$ cat src/rtl/nn_train_sequencer.sv
// Initiator for the TR/VL command interface: issues one-cycle command pulses,
// follows the returned phase bus to completion and walks samples across epochs.
module nn_train_sequencer #(
  parameter int N_TRAIN = 16,
  parameter int N_VAL   = 4,
  parameter int N_EPOCH = 8,
  parameter int ADDR_W  = 8,
  parameter int EPOCH_W = 8,
  parameter int TIMEOUT = 255
) (
  input  logic               clk,
  input  logic               rst_n,
  input  logic               start,
  input  logic               abort,
  input  logic               FPH,
  input  logic               FPO,
  input  logic               BPH,
  input  logic               BPO,
  output logic               TR,
  output logic               VL,
  output logic [ADDR_W-1:0]  sample_addr,
  output logic               is_val,
  output logic [EPOCH_W-1:0] epoch,
  output logic               sample_done,
  output logic               busy,
  output logic               done,
  output logic               err,
  output logic [1:0]         err_code
);

  localparam int CNT_W = $clog2(TIMEOUT + 1);
  localparam logic [CNT_W-1:0]   CNT_LAST   = CNT_W'(TIMEOUT - 1);
  localparam logic [ADDR_W-1:0]  LAST_TRAIN = ADDR_W'(N_TRAIN - 1);
  localparam logic [ADDR_W-1:0]  FIRST_VAL  = ADDR_W'(N_TRAIN);
  localparam logic [ADDR_W-1:0]  LAST_VAL   = ADDR_W'(N_TRAIN + N_VAL - 1);
  localparam logic [EPOCH_W-1:0] LAST_EPOCH = EPOCH_W'(N_EPOCH - 1);
  localparam bit                 HAS_VAL    = (N_VAL > 0);

  localparam logic [1:0] ERR_TIMEOUT = 2'b01;
  localparam logic [1:0] ERR_NO_BPO  = 2'b10;
  localparam logic [1:0] ERR_VAL_BWD = 2'b11;

  typedef enum logic [2:0] {
    S_IDLE, S_ISSUE, S_WAIT_ACT, S_WAIT_DONE, S_ADVANCE, S_DRAIN, S_DONE, S_ERROR
  } state_t;

  state_t state, state_n;

  logic [CNT_W-1:0]   cnt_q, cnt_n;
  logic               seen_bpo_q, seen_n;
  logic               abort_q, abort_n;
  logic [ADDR_W-1:0]  addr_n;
  logic [EPOCH_W-1:0] epoch_n;
  logic               is_val_n, done_n, err_n;
  logic [1:0]         code_n;
  logic               tr_n, vl_n, sdone_n, busy_n;

  logic phase, busy_st, abort_now, timeout_hit, last_train, last_val, end_epoch;

  assign phase       = FPH | FPO | BPH | BPO;
  assign busy_st     = !(state == S_IDLE || state == S_DONE || state == S_ERROR);
  assign abort_now   = abort_q | abort;
  assign timeout_hit = (cnt_q == CNT_LAST);
  assign last_train  = !is_val && (sample_addr == LAST_TRAIN);
  assign last_val    = is_val && (sample_addr == LAST_VAL);
  assign end_epoch   = (last_train && !HAS_VAL) || last_val;

  always_ff @(posedge clk or negedge rst_n) begin
    if (!rst_n) state <= S_IDLE;
    else        state <= state_n;
  end

  always_comb begin
    state_n  = state;
    addr_n   = sample_addr;
    is_val_n = is_val;
    epoch_n  = epoch;
    done_n   = done;
    err_n    = err;
    code_n   = err_code;
    cnt_n    = cnt_q;
    seen_n   = seen_bpo_q;
    abort_n  = abort_q | (abort & busy_st);
    case (state)
      S_IDLE, S_DONE, S_ERROR: begin
        if (start) begin
          state_n  = S_ISSUE;
          addr_n   = '0;
          epoch_n  = '0;
          is_val_n = 1'b0;
          done_n   = 1'b0;
          err_n    = 1'b0;
          code_n   = 2'b00;
          abort_n  = 1'b0;
        end
      end
      S_ISSUE: begin
        cnt_n   = '0;
        seen_n  = 1'b0;
        state_n = abort_now ? S_DRAIN : S_WAIT_ACT;
      end
      S_WAIT_ACT: begin
        // An abort here wins over an arriving phase so the sample is drained, not completed.
        if (abort_now) begin
          state_n = S_DRAIN;
          cnt_n   = '0;
        end else if (phase) begin
          state_n = S_WAIT_DONE;
          cnt_n   = '0;
        end else if (timeout_hit) begin
          state_n = S_ERROR;
          err_n   = 1'b1;
          code_n  = ERR_TIMEOUT;
        end else begin
          cnt_n = cnt_q + CNT_W'(1);
        end
      end
      S_WAIT_DONE: begin
        if (BPO) seen_n = 1'b1;
        if (is_val && (BPH || BPO)) begin
          state_n = S_ERROR;
          err_n   = 1'b1;
          code_n  = ERR_VAL_BWD;
        end else if (!phase) begin
          if (!is_val && !seen_bpo_q) begin
            state_n = S_ERROR;
            err_n   = 1'b1;
            code_n  = ERR_NO_BPO;
          end else begin
            state_n = S_ADVANCE;
          end
        end else if (timeout_hit) begin
          state_n = S_ERROR;
          err_n   = 1'b1;
          code_n  = ERR_TIMEOUT;
        end else begin
          cnt_n = cnt_q + CNT_W'(1);
        end
      end
      S_ADVANCE: begin
        if (abort_now) begin
          state_n = S_IDLE;
          abort_n = 1'b0;
        end else if (end_epoch) begin
          if (epoch == LAST_EPOCH) begin
            state_n = S_DONE;
            done_n  = 1'b1;
          end else begin
            state_n  = S_ISSUE;
            epoch_n  = epoch + EPOCH_W'(1);
            addr_n   = '0;
            is_val_n = 1'b0;
          end
        end else if (last_train) begin
          state_n  = S_ISSUE;
          addr_n   = FIRST_VAL;
          is_val_n = 1'b1;
        end else begin
          state_n = S_ISSUE;
          addr_n  = sample_addr + ADDR_W'(1);
        end
      end
      S_DRAIN: begin
        // The controller is left to finish on its own; no completion or error is reported.
        if (!phase || timeout_hit) begin
          state_n = S_IDLE;
          abort_n = 1'b0;
        end else begin
          cnt_n = cnt_q + CNT_W'(1);
        end
      end
      default: state_n = S_IDLE;
    endcase
    tr_n    = (state_n == S_ISSUE) && !is_val_n;
    vl_n    = (state_n == S_ISSUE) && is_val_n;
    sdone_n = (state_n == S_ADVANCE);
    busy_n  = !(state_n == S_IDLE || state_n == S_DONE || state_n == S_ERROR);
  end

  always_ff @(posedge clk or negedge rst_n) begin
    if (!rst_n) begin
      sample_addr <= '0;
      is_val      <= 1'b0;
      epoch       <= '0;
      done        <= 1'b0;
      err         <= 1'b0;
      err_code    <= 2'b00;
      cnt_q       <= '0;
      seen_bpo_q  <= 1'b0;
      abort_q     <= 1'b0;
      TR          <= 1'b0;
      VL          <= 1'b0;
      sample_done <= 1'b0;
      busy        <= 1'b0;
    end else begin
      sample_addr <= addr_n;
      is_val      <= is_val_n;
      epoch       <= epoch_n;
      done        <= done_n;
      err         <= err_n;
      err_code    <= code_n;
      cnt_q       <= cnt_n;
      seen_bpo_q  <= seen_n;
      abort_q     <= abort_n;
      TR          <= tr_n;
      VL          <= vl_n;
      sample_done <= sdone_n;
      busy        <= busy_n;
    end
  end

endmodule

$ cat config.mk
export PLATFORM = sky130hd
export DESIGN_NAME = nn_train_sequencer
export DESIGN_NICKNAME = d
export VERILOG_FILES = /design/src/rtl/nn_train_sequencer.sv
export SDC_FILE = /design/constraint.sdc
export NUM_CORES = 1
export LEC_CHECK = 0
export ABC_AREA = 1
export BUFFER_PORTS_ARGS = -buffer_cell sky130_fd_sc_hd__buf_2
export CAP_MARGIN = 10
export CORE_UTILIZATION = 33
export DETAILED_ROUTE_END_ITERATION = 6
export GPL_ROUTABILITY_DRIVEN = 1
export HOLD_SLACK_MARGIN = 0.06
export PLACE_DENSITY = 0.62
export SLEW_MARGIN = 20
export SYNTH_ARGS = -nofsm -noshare
export SYNTH_HDL_FRONTEND = slang
export SYNTH_SLANG_ARGS = --single-unit
$ cat constraint.sdc
create_clock -name clk -period 2.1 [get_ports clk]
set_clock_uncertainty 0.1 [all_clocks]
set_input_delay 0.21 -clock clk [delete_from_list [all_inputs] [get_ports clk]]
set_output_delay 0.21 -clock clk [all_outputs]
set_load 0.02 [all_outputs]
==> flow_summary.toml, run 1 <==
[run_status]
status = "complete, no violations"

[yosys]
synth_top_cell_area_share = 0.3856
yosys_most_used_dff = "dfrtp_1"
yosys.cell_count.top_type = "nand2_1"
synth_area_um2 = 2466
synth_top_area_cell = "dfrtp_1"
avgSynthCellArea_um2 = 7.318
async_flop_share = 1.000
ys_seq_elements = 38
syn_inst = 337
syn_nets = 351
synth_cell_type_count = 35
synth.top_cells.by_area = "dfrtp_1 (39%), nand2_1 (11%), inv_1 (7.3%)"
yosys-top-cells-count = "nand2_1 (75), inv_1 (48), dfrtp_1 (38), nor2_1 (38), nand3_1 (27)"
synth_edf_count = 0
seq_area_frac_synth = 0.3856
synth_warnings = 0

[sta]
fmax_mhz = 527.5
setup_viol = 0
period_share = 0.9027
holdWs_ns = 0.06584
hold_viol = 0
rsz0062_at_grt = "yes"
fin_setup_tns_ns = 0
tightest_slew_ns = 0.5008
slew_viol_final = 0
slew_headroom = 0.6661
fin_crit_ns = 1.896

[power_and_ir_drop]
ir_drop_v = 0.0003217
finalPower_w = 0.002852
power.leakage_nw = 1.515
powerDensity_nw_per_um2 = 985.0

[clocking]
clock_latency_ns = 0.29
cts_tree = "built"
cts.sinks = 38
h-tree-depth = 2
clock_path_buffers = 2
clkTransAtPathRegs_ns = 0.08
numCtsBuffers = 5
cts_root_buf = "clkbuf_8"

[worst_setup_path]
path_cells = "nor3_4, buf_4, inv_2, nor3_2, o21ai_0, a21boi_1"
critPathArrivalTime_ns = 2.01
setup.worst_path.start_class = "register"
slowest_stage = "dfrtp_1"
end_kind = "register"
slowest_delay_ns = 0.48
worstPathMaxFanout = 7
critPathRequiredTime_ns = 2.22
critPathKind = "reg -> reg"

[die]
start_util = 0.3400
core_um2 = 7253
ios = 33
die_w_um = 88.45
die_h_um = 88.45
dieArea_um2 = 7823
rows = 31

[global_route]
grt_pass1_vias = 2223
antenna_found_initial = 0
grt_pass1_wl_um = 9825
track_usage = 0.1598
grt.overflow.total = 0
grt_max_degree = 39

[layout]
stdcell_count = 482
drive_gt1_frac = 0.2115
n_antenna_cell = 0
synthToLayoutAreaGrowth_pct = 17.40
nets = 396

[drt]
ant_nets = 0
first_iter_violations = 71
viasPerCell = 4.703
top_layer = "met4"
drt-total-wl_um = 5470
wl_per_cell_um = 11.35
routed-wl-met3_um = 159
drt-pass1-iter-count = 4
met1_length_um = 2582
route.detailed.drc = 0
dr_wl_met2_um = 2625
vias = 2267

[placement]
gp_congestion = 0.8656
hpwlAfterDp_um = 4116
portBuffers = 32
place_inst = 470

[min_path]
hold_class = "in -> reg"

[run]
maxCapViolCount = 0
sequential cells by signal, summed over array words and instances (netlist names), 2 cells and up:
name and flops:
err_code 2, cnt_q 8, sample_addr 8, state 3, epoch 8
worst max-delay path: cells and delay by family, from the launching register on:
| family | cells | cell delay, ns |
|---|---|---|
| flip-flops | 1 | 0.48 |
| AND/OR/NAND/NOR | 2 | 0.64 |
| buffers and inverters | 2 | 0.28 |
| AO/OA/AOI/OAI | 2 | 0.32 |
final timing paths:
path                                    startpoint                          to  slack, ns  cells past startpoint
worst min-delay path                           BPO      seen_bpo_q$_DFFE_PN0P_       0.07                      3
max in group asynchronous                    rst_n            is_val$_DFF_PN0_       1.15                      3
worst max register to register  state[0]$_DFF_PN0_  sample_addr[3]$_DFFE_PN0P_       0.20                      6
worst min register to register     err$_DFFE_PN0P_             err$_DFFE_PN0P_       0.38                      2
worst max-delay path            state[0]$_DFF_PN0_  sample_addr[3]$_DFFE_PN0P_       0.20                      6
min in group asynchronous                    rst_n        cnt_q[5]$_DFFE_PN0P_       0.41                      3
logic make-up (layout without fill, tap and decap cells):
kind of cell               after synthesis  count (layout)  synth area share
and+or+nand+nor                        172             172            0.3247
adders and majority gates                6               6           0.03044
xor gates and xnor gates                10              10           0.03551
AOI/OAI and AO/OA                       53              53            0.1309
buffers and inverters                   58             104           0.09285
DFF                                     38              38            0.3856
routing by layer:
layer  vias to the layer above  global-route usage
li1                       1181                   -
met1                      1038              0.2051
met2                        38              0.2713
met3                        10             0.02892
met4                         0             0.05279
met5                         -                   0
through the flow:
step	worst slack [ns]	instance area (um^2)	util
finish	0.2043	2895	0.3992
global route	-0.01405	2895	0.3992
CTS	0.09635	2863	0.3947
detailed placement	0.1171	2761	0.3807
global placement	0.1750	2761	0.3807
floorplan	0.2859	2466	-
placed cells by master (no fill, tap or decap), types with 8 or more instances in the layout:
| master | instances |
|---|---|
| buf_2 | 32 |
| xor2_1 | 10 |
| nand3_1 | 27 |
| nand2_1 | 75 |
| inv_1 | 48 |
| a21oi_1 | 8 |
| dfrtp_1 | 38 |
| o21ai_0 | 18 |
| inv_2 | 8 |
| nor2_1 | 38 |
| o31ai_1 | 8 |
| o21ai_1 | 8 |
layout make-up:
class | instances | area (um^2)
fillers | 770 | 4358
inverters | 56 | 210.2
repair buffers | 40 | 222.7
clock inverters | 1 | 5.005
clock buffers | 7 | 86.33
well taps | 99 | 123.9
flip-flops and latches | 38 | 950.9
multi-input cells | 241 | 1296
report_power, final:
part | internal [W] | leakage [nW] | switching (W)
registers | 0.000826 | 0.518 | 0.0000853
logic | 0.000462 | 0.949 | 0.000951
clock network | 0.000265 | 0.0482 | 0.000263
timing repair:
item	in CTS	in global routing
resized for setup	0	3
hold buffers	1	0
setup buffers	0	3
endpoints found under the hold margin	38	0
setup endpoints to repair	0	14
(Power assumes the default switching activity.)
==> run 2: changes to the inputs <==
- ABC_CLOCK_PERIOD_IN_PS: default -> 2100
- SETUP_SLACK_MARGIN: default -> 0.3
==> flow_summary.toml, run 2 (synthesis gave the netlist of run 1 again) <==
[layout]
nets = 424
synthToLayoutAreaGrowth_pct = 41.05
final_cell_mix = "nand2_1 (63), inv_1 (45), buf_2 (32)"
stdcell_area_um2 = 3478
drive_gt1_frac = 0.4039
final_common_cell = "nand2_1"
n_antenna_cell = 0
fillers = 711
largestRegisters = "cnt_q (8), epoch (8), sample_addr (8)"

[min_path]
hold_class = "in -> reg"
hold_start = "BPO"

[sta]
holdWs_ns = 0.08133
rsz0062_at_grt = "yes"
period_share = 0.8865
setup_viol = 0
tightest_slew_ns = 0.3996
fin_crit_ns = 1.862
fin_setup_tns_ns = 0
hold_viol = 0
slew_viol_final = 0
slew_headroom = 0.7336
fmax_mhz = 537.2
final.setup.worst_slack_ns = 0.2384

[power_and_ir_drop]
power_frac_seq = 0.260
p_sw_frac = 0.4638
p_comb_frac = 0.587
powerDensity_nw_per_um2 = 1022
finalPower_w = 0.003553
clkPwrFrac = 0.153
ir_drop_v = 0.0004055
p_int_w = 0.001905
power.leakage_nw = 1.690
power_switching_w = 0.001648

[worst_setup_path]
timing.rr.start = "state[1]$_DFF_PN0_"
critPathKind = "reg -> reg"
end_kind = "register"
critPathRequiredTime_ns = 2.23
crit_start = "state[1]$_DFF_PN0_"
path_cells = "buf_6, nor3_4, buf_6, buf_12, inv_6, nor3_4, o21ai_1, a21boi_2"
slowest_stage = "dfrtp_2"
worstPathMaxFanout = 7
critPathArrivalTime_ns = 1.99
slowest_delay_ns = 0.46
setup.worst_path.start_class = "register"

[clocking]
cts.sinks = 38
clkTransAtPathRegs_ns = 0.08
cts_tree = "built"
numCtsBuffers = 5
clock_latency_ns = 0.30
cts_root_buf = "clkbuf_8"
clock_path_buffers = 2
h-tree-depth = 2

[drt]
vias = 2473
drt-pass1-iter-count = 4
wl_per_cell_um = 12.98
first_iter_violations = 112
ant_nets = 0
drt-total-wl_um = 6620
viasPerCell = 4.849
route.detailed.drc = 0

[die]
ios = 33
start_util = 0.3400
rows = 31
core_um2 = 7253
die_h_um = 88.45
die_w_um = 88.45
dieArea_um2 = 7823

[run]
maxCapViolCount = 0

[placement]
gp_congestion = 0.8604
hpwlAfterDp_um = 4298
place_area_um2 = 2764
post-place-ws_ns = 0.1293
portBuffers = 32

[global_route]
grt_pass1_vias = 2303
track_usage = 0.1707
antenna_found_initial = 0
grt_pass1_wl_um = 10350
grt.overflow.total = 0
grt_max_degree = 23

[run_status]
status = "complete, no violations"
-- run 2: area by class of cell --
class | instances | area (um^2) | share of cell area
multi-input cells | 242 | 1614 | 0.4640
flip-flops and latches | 38 | 962.2 | 0.2766
repair buffers | 67 | 457.9 | 0.1317
inverters | 56 | 225.2 | 0.06475
well taps | 99 | 123.9 | 0.03561
clock buffers | 6 | 82.58 | 0.02374
clock inverters | 2 | 12.51 | 0.003597
-- run 2: final timing paths --
check	to	slack (ns)	depth (start not counted)
max	sample_addr[3]$_DFFE_PN0P_	0.24	8
min	seen_bpo_q$_DFFE_PN0P_	0.08	3
min reg2reg	err$_DFFE_PN0P_	0.39	2
max reg2reg	sample_addr[3]$_DFFE_PN0P_	0.24	8
min in group asynchronous	sample_addr[7]$_DFFE_PN0P_	0.26	2
max in group asynchronous	is_val$_DFF_PN0_	0.96	3
-- run 2: power by group through the flow --
stage / Clock [W] / Sequential (W) / Combinational, W
6_report: 0.000544 / 0.000925 / 0.00208
5_1_grt: 0.000588 / 0.000939 / 0.00229
4_1_cts: 0.000550 / 0.000925 / 0.00150
3_5_place_dp: 0 / 0.000928 / 0.00134
3_3_place_gp: 0 / 0.000922 / 0.00134
2_1_floorplan: 0 / 0.000969 / 0.00103
-- run 2: timing repair --
action / CTS / global route
pin swaps: 4 / 23
setup buffers: 6 / 24
endpoints found under the hold margin: 16 / 0
hold buffers: 1 / 0
endpoints found under the setup margin: 24 / 34
gates resized for setup: 21 / 77
cloned: 1 / 0
-- run 2: through the flow --
stage	instances	utilization
after global placement	470	0.3811
after detailed placement	470	0.3811
after global routing	510	0.4796
final	510	0.4796
after CTS	486	0.4137
after floorplan	337	-
-- run 2: routing by layer --
layer	up-vias	wire length, um	track usage
li1	1237	-	-
met1	1164	2839	0.2121
met2	54	3369	0.2965
met3	18	260	0.02985
met4	0	150	0.06158
met5	-	0	0
-- run 2: critical path, delay by kind of cell, from the launching register on --
family	cells	cell delay, ns
simple gates	2	0.51
compound gates	2	0.28
flops	1	0.46
buf+inv	4	0.44
==> run 3: changes to the inputs <==
- CTS_BUF_LIST: default -> sky130_fd_sc_hd__clkbuf_4 sky130_fd_sc_hd__clkbuf_8
- PLACE_DENSITY: 0.62 -> 0.57
==> flow_summary.toml, run 3 (synthesis gave the netlist of run 1 again) <==
[worst_setup_path]
setup.worst_path.start_class = "register"
critPathArrivalTime_ns = 1.89
r2r_slack_ns = 0.30
end_kind = "register"
critPathKind = "reg -> reg"
worstPathMaxFanout = 4
critPathRequiredTime_ns = 2.19

[drt]
routed-wl-met3_um = 171
drt-pass1-iter-count = 4
first_iter_violations = 78
viasPerCell = 4.770
dr_wl_met2_um = 3262
ant_nets = 0
met1_length_um = 2807
route.detailed.drc = 0
drt-total-wl_um = 6307
top_layer = "met4"
vias = 2442
wl_per_cell_um = 12.32

[global_route]
track_usage = 0.1617
grt.overflow.total = 0
grt_max_degree = 39
grt_pass1_wl_um = 9832
grt_pass1_vias = 2195
antenna_found_initial = 0

[clocking]
cts.sinks = 38
h-tree-depth = 2
clock_latency_ns = 0.29
clock_path_buffers = 2
cts_tree = "built"
clkTransAtPathRegs_ns = 0.08
numCtsBuffers = 5
cts_root_buf = "clkbuf_8"

[die]
dieArea_um2 = 7823
die_w_um = 88.45
ios = 33
start_util = 0.3400
core_um2 = 7253
die_h_um = 88.45
rows = 31

[sta]
final.setup.worst_slack_ns = 0.2952
period_share = 0.8594
hold_viol = 0
fmax_mhz = 554.1
slew_headroom = 0.6682
fin_setup_tns_ns = 0
fin_crit_ns = 1.805
tightest_slew_ns = 0.4977
slew_viol_final = 0
setup_viol = 0
rsz0062_at_grt = "yes"

[layout]
synthToLayoutAreaGrowth_pct = 37.04
n_antenna_cell = 0
final_common_cell = "nand2_1"
drive_gt1_frac = 0.3777
final_core_util = 0.4659
largestRegisters = "cnt_q (8), epoch (8), sample_addr (8)"
nets = 426
stdcell_area_um2 = 3379
final_cell_mix = "nand2_1 (64), inv_1 (45), dfrtp_1 (32), buf_2 (32), buf_4 (32)"
stdcell_count = 512

[placement]
post-place-ws_ns = 0.08698
place_inst = 470
gp_congestion = 0.8770
hpwlAfterDp_um = 4261
place_area_um2 = 2764
portBuffers = 32

[run_status]
status = "complete, no violations"

[power_and_ir_drop]
ir_drop_v = 0.0003654
powerDensity_nw_per_um2 = 1042
power.leakage_nw = 1.691

[min_path]
hold_class = "in -> reg"

[run]
maxCapViolCount = 0
[run 3: what timing repair did]
item | 4_1_cts | 5_1_grt
pin swaps | 10 | 24
resized for setup | 27 | 45
buffers inserted | 15 | 18
hold buffers | 1 | 0
hold endpoints to repair | 38 | 0
endpoints found under the setup margin | 25 | 27
[run 3: power breakdown]
group	internal (W)	switching [W]	leakage (nW)
Sequential	0.000831	0.0000861	0.510
Clock	0.000264	0.000274	0.0472
Combinational	0.000863	0.00120	1.13
[run 3: layout make-up]
type / instances / area (um^2)
clock buffer: 6 / 82.58
clock inverter: 2 / 12.51
fill: 735 / 3874
inverter: 56 / 222.7
multi-input combinational: 241 / 1504
sequential: 38 / 958.4
tap: 99 / 123.9
timing repair buffer: 70 / 475.5
[run 3: stage by stage]
step	total power [W]	hold slack [ns]
detailed placement	0.002273	0.2017
floorplan	0.001994	-0.1856
global placement	0.002266	0.2075
finish	0.003522	0.08573
global route	0.003795	0.09663
CTS	0.003085	0.07301
[run 3: path summary, 6_finish.rpt]
| kind | startpoint | end | depth (start not counted) |
|---|---|---|---|
| hold reg to reg | done$_DFFE_PN0P_ | done$_DFFE_PN0P_ | 2 |
| max in group asynchronous | rst_n | state[0]$_DFF_PN0_ | 3 |
| min in group asynchronous | rst_n | sample_addr[7]$_DFFE_PN0P_ | 3 |
| hold / removal | BPO | seen_bpo_q$_DFFE_PN0P_ | 3 |
| setup reg to reg | state[2]$_DFF_PN0_ | state[1]$_DFF_PN0_ | 9 |
| setup / recovery | state[2]$_DFF_PN0_ | state[1]$_DFF_PN0_ | 9 |
[run 3: routing by layer]
layer	vias up	GRT usage
li1	1234	-
met1	1153	0.1962
met2	49	0.2846
met3	6	0.03078
met4	0	0.05865
met5	-	0
[run 3: worst max-delay path, cell delays in order (launching register included)]
cell     delay (ns)
dfrtp_1        0.42
buf_4          0.17
ha_4           0.26
nand2_2        0.08
buf_4          0.14
buf_4          0.13
nand2_2        0.09
nand2_2        0.06
buf_4          0.13
buf_4          0.12
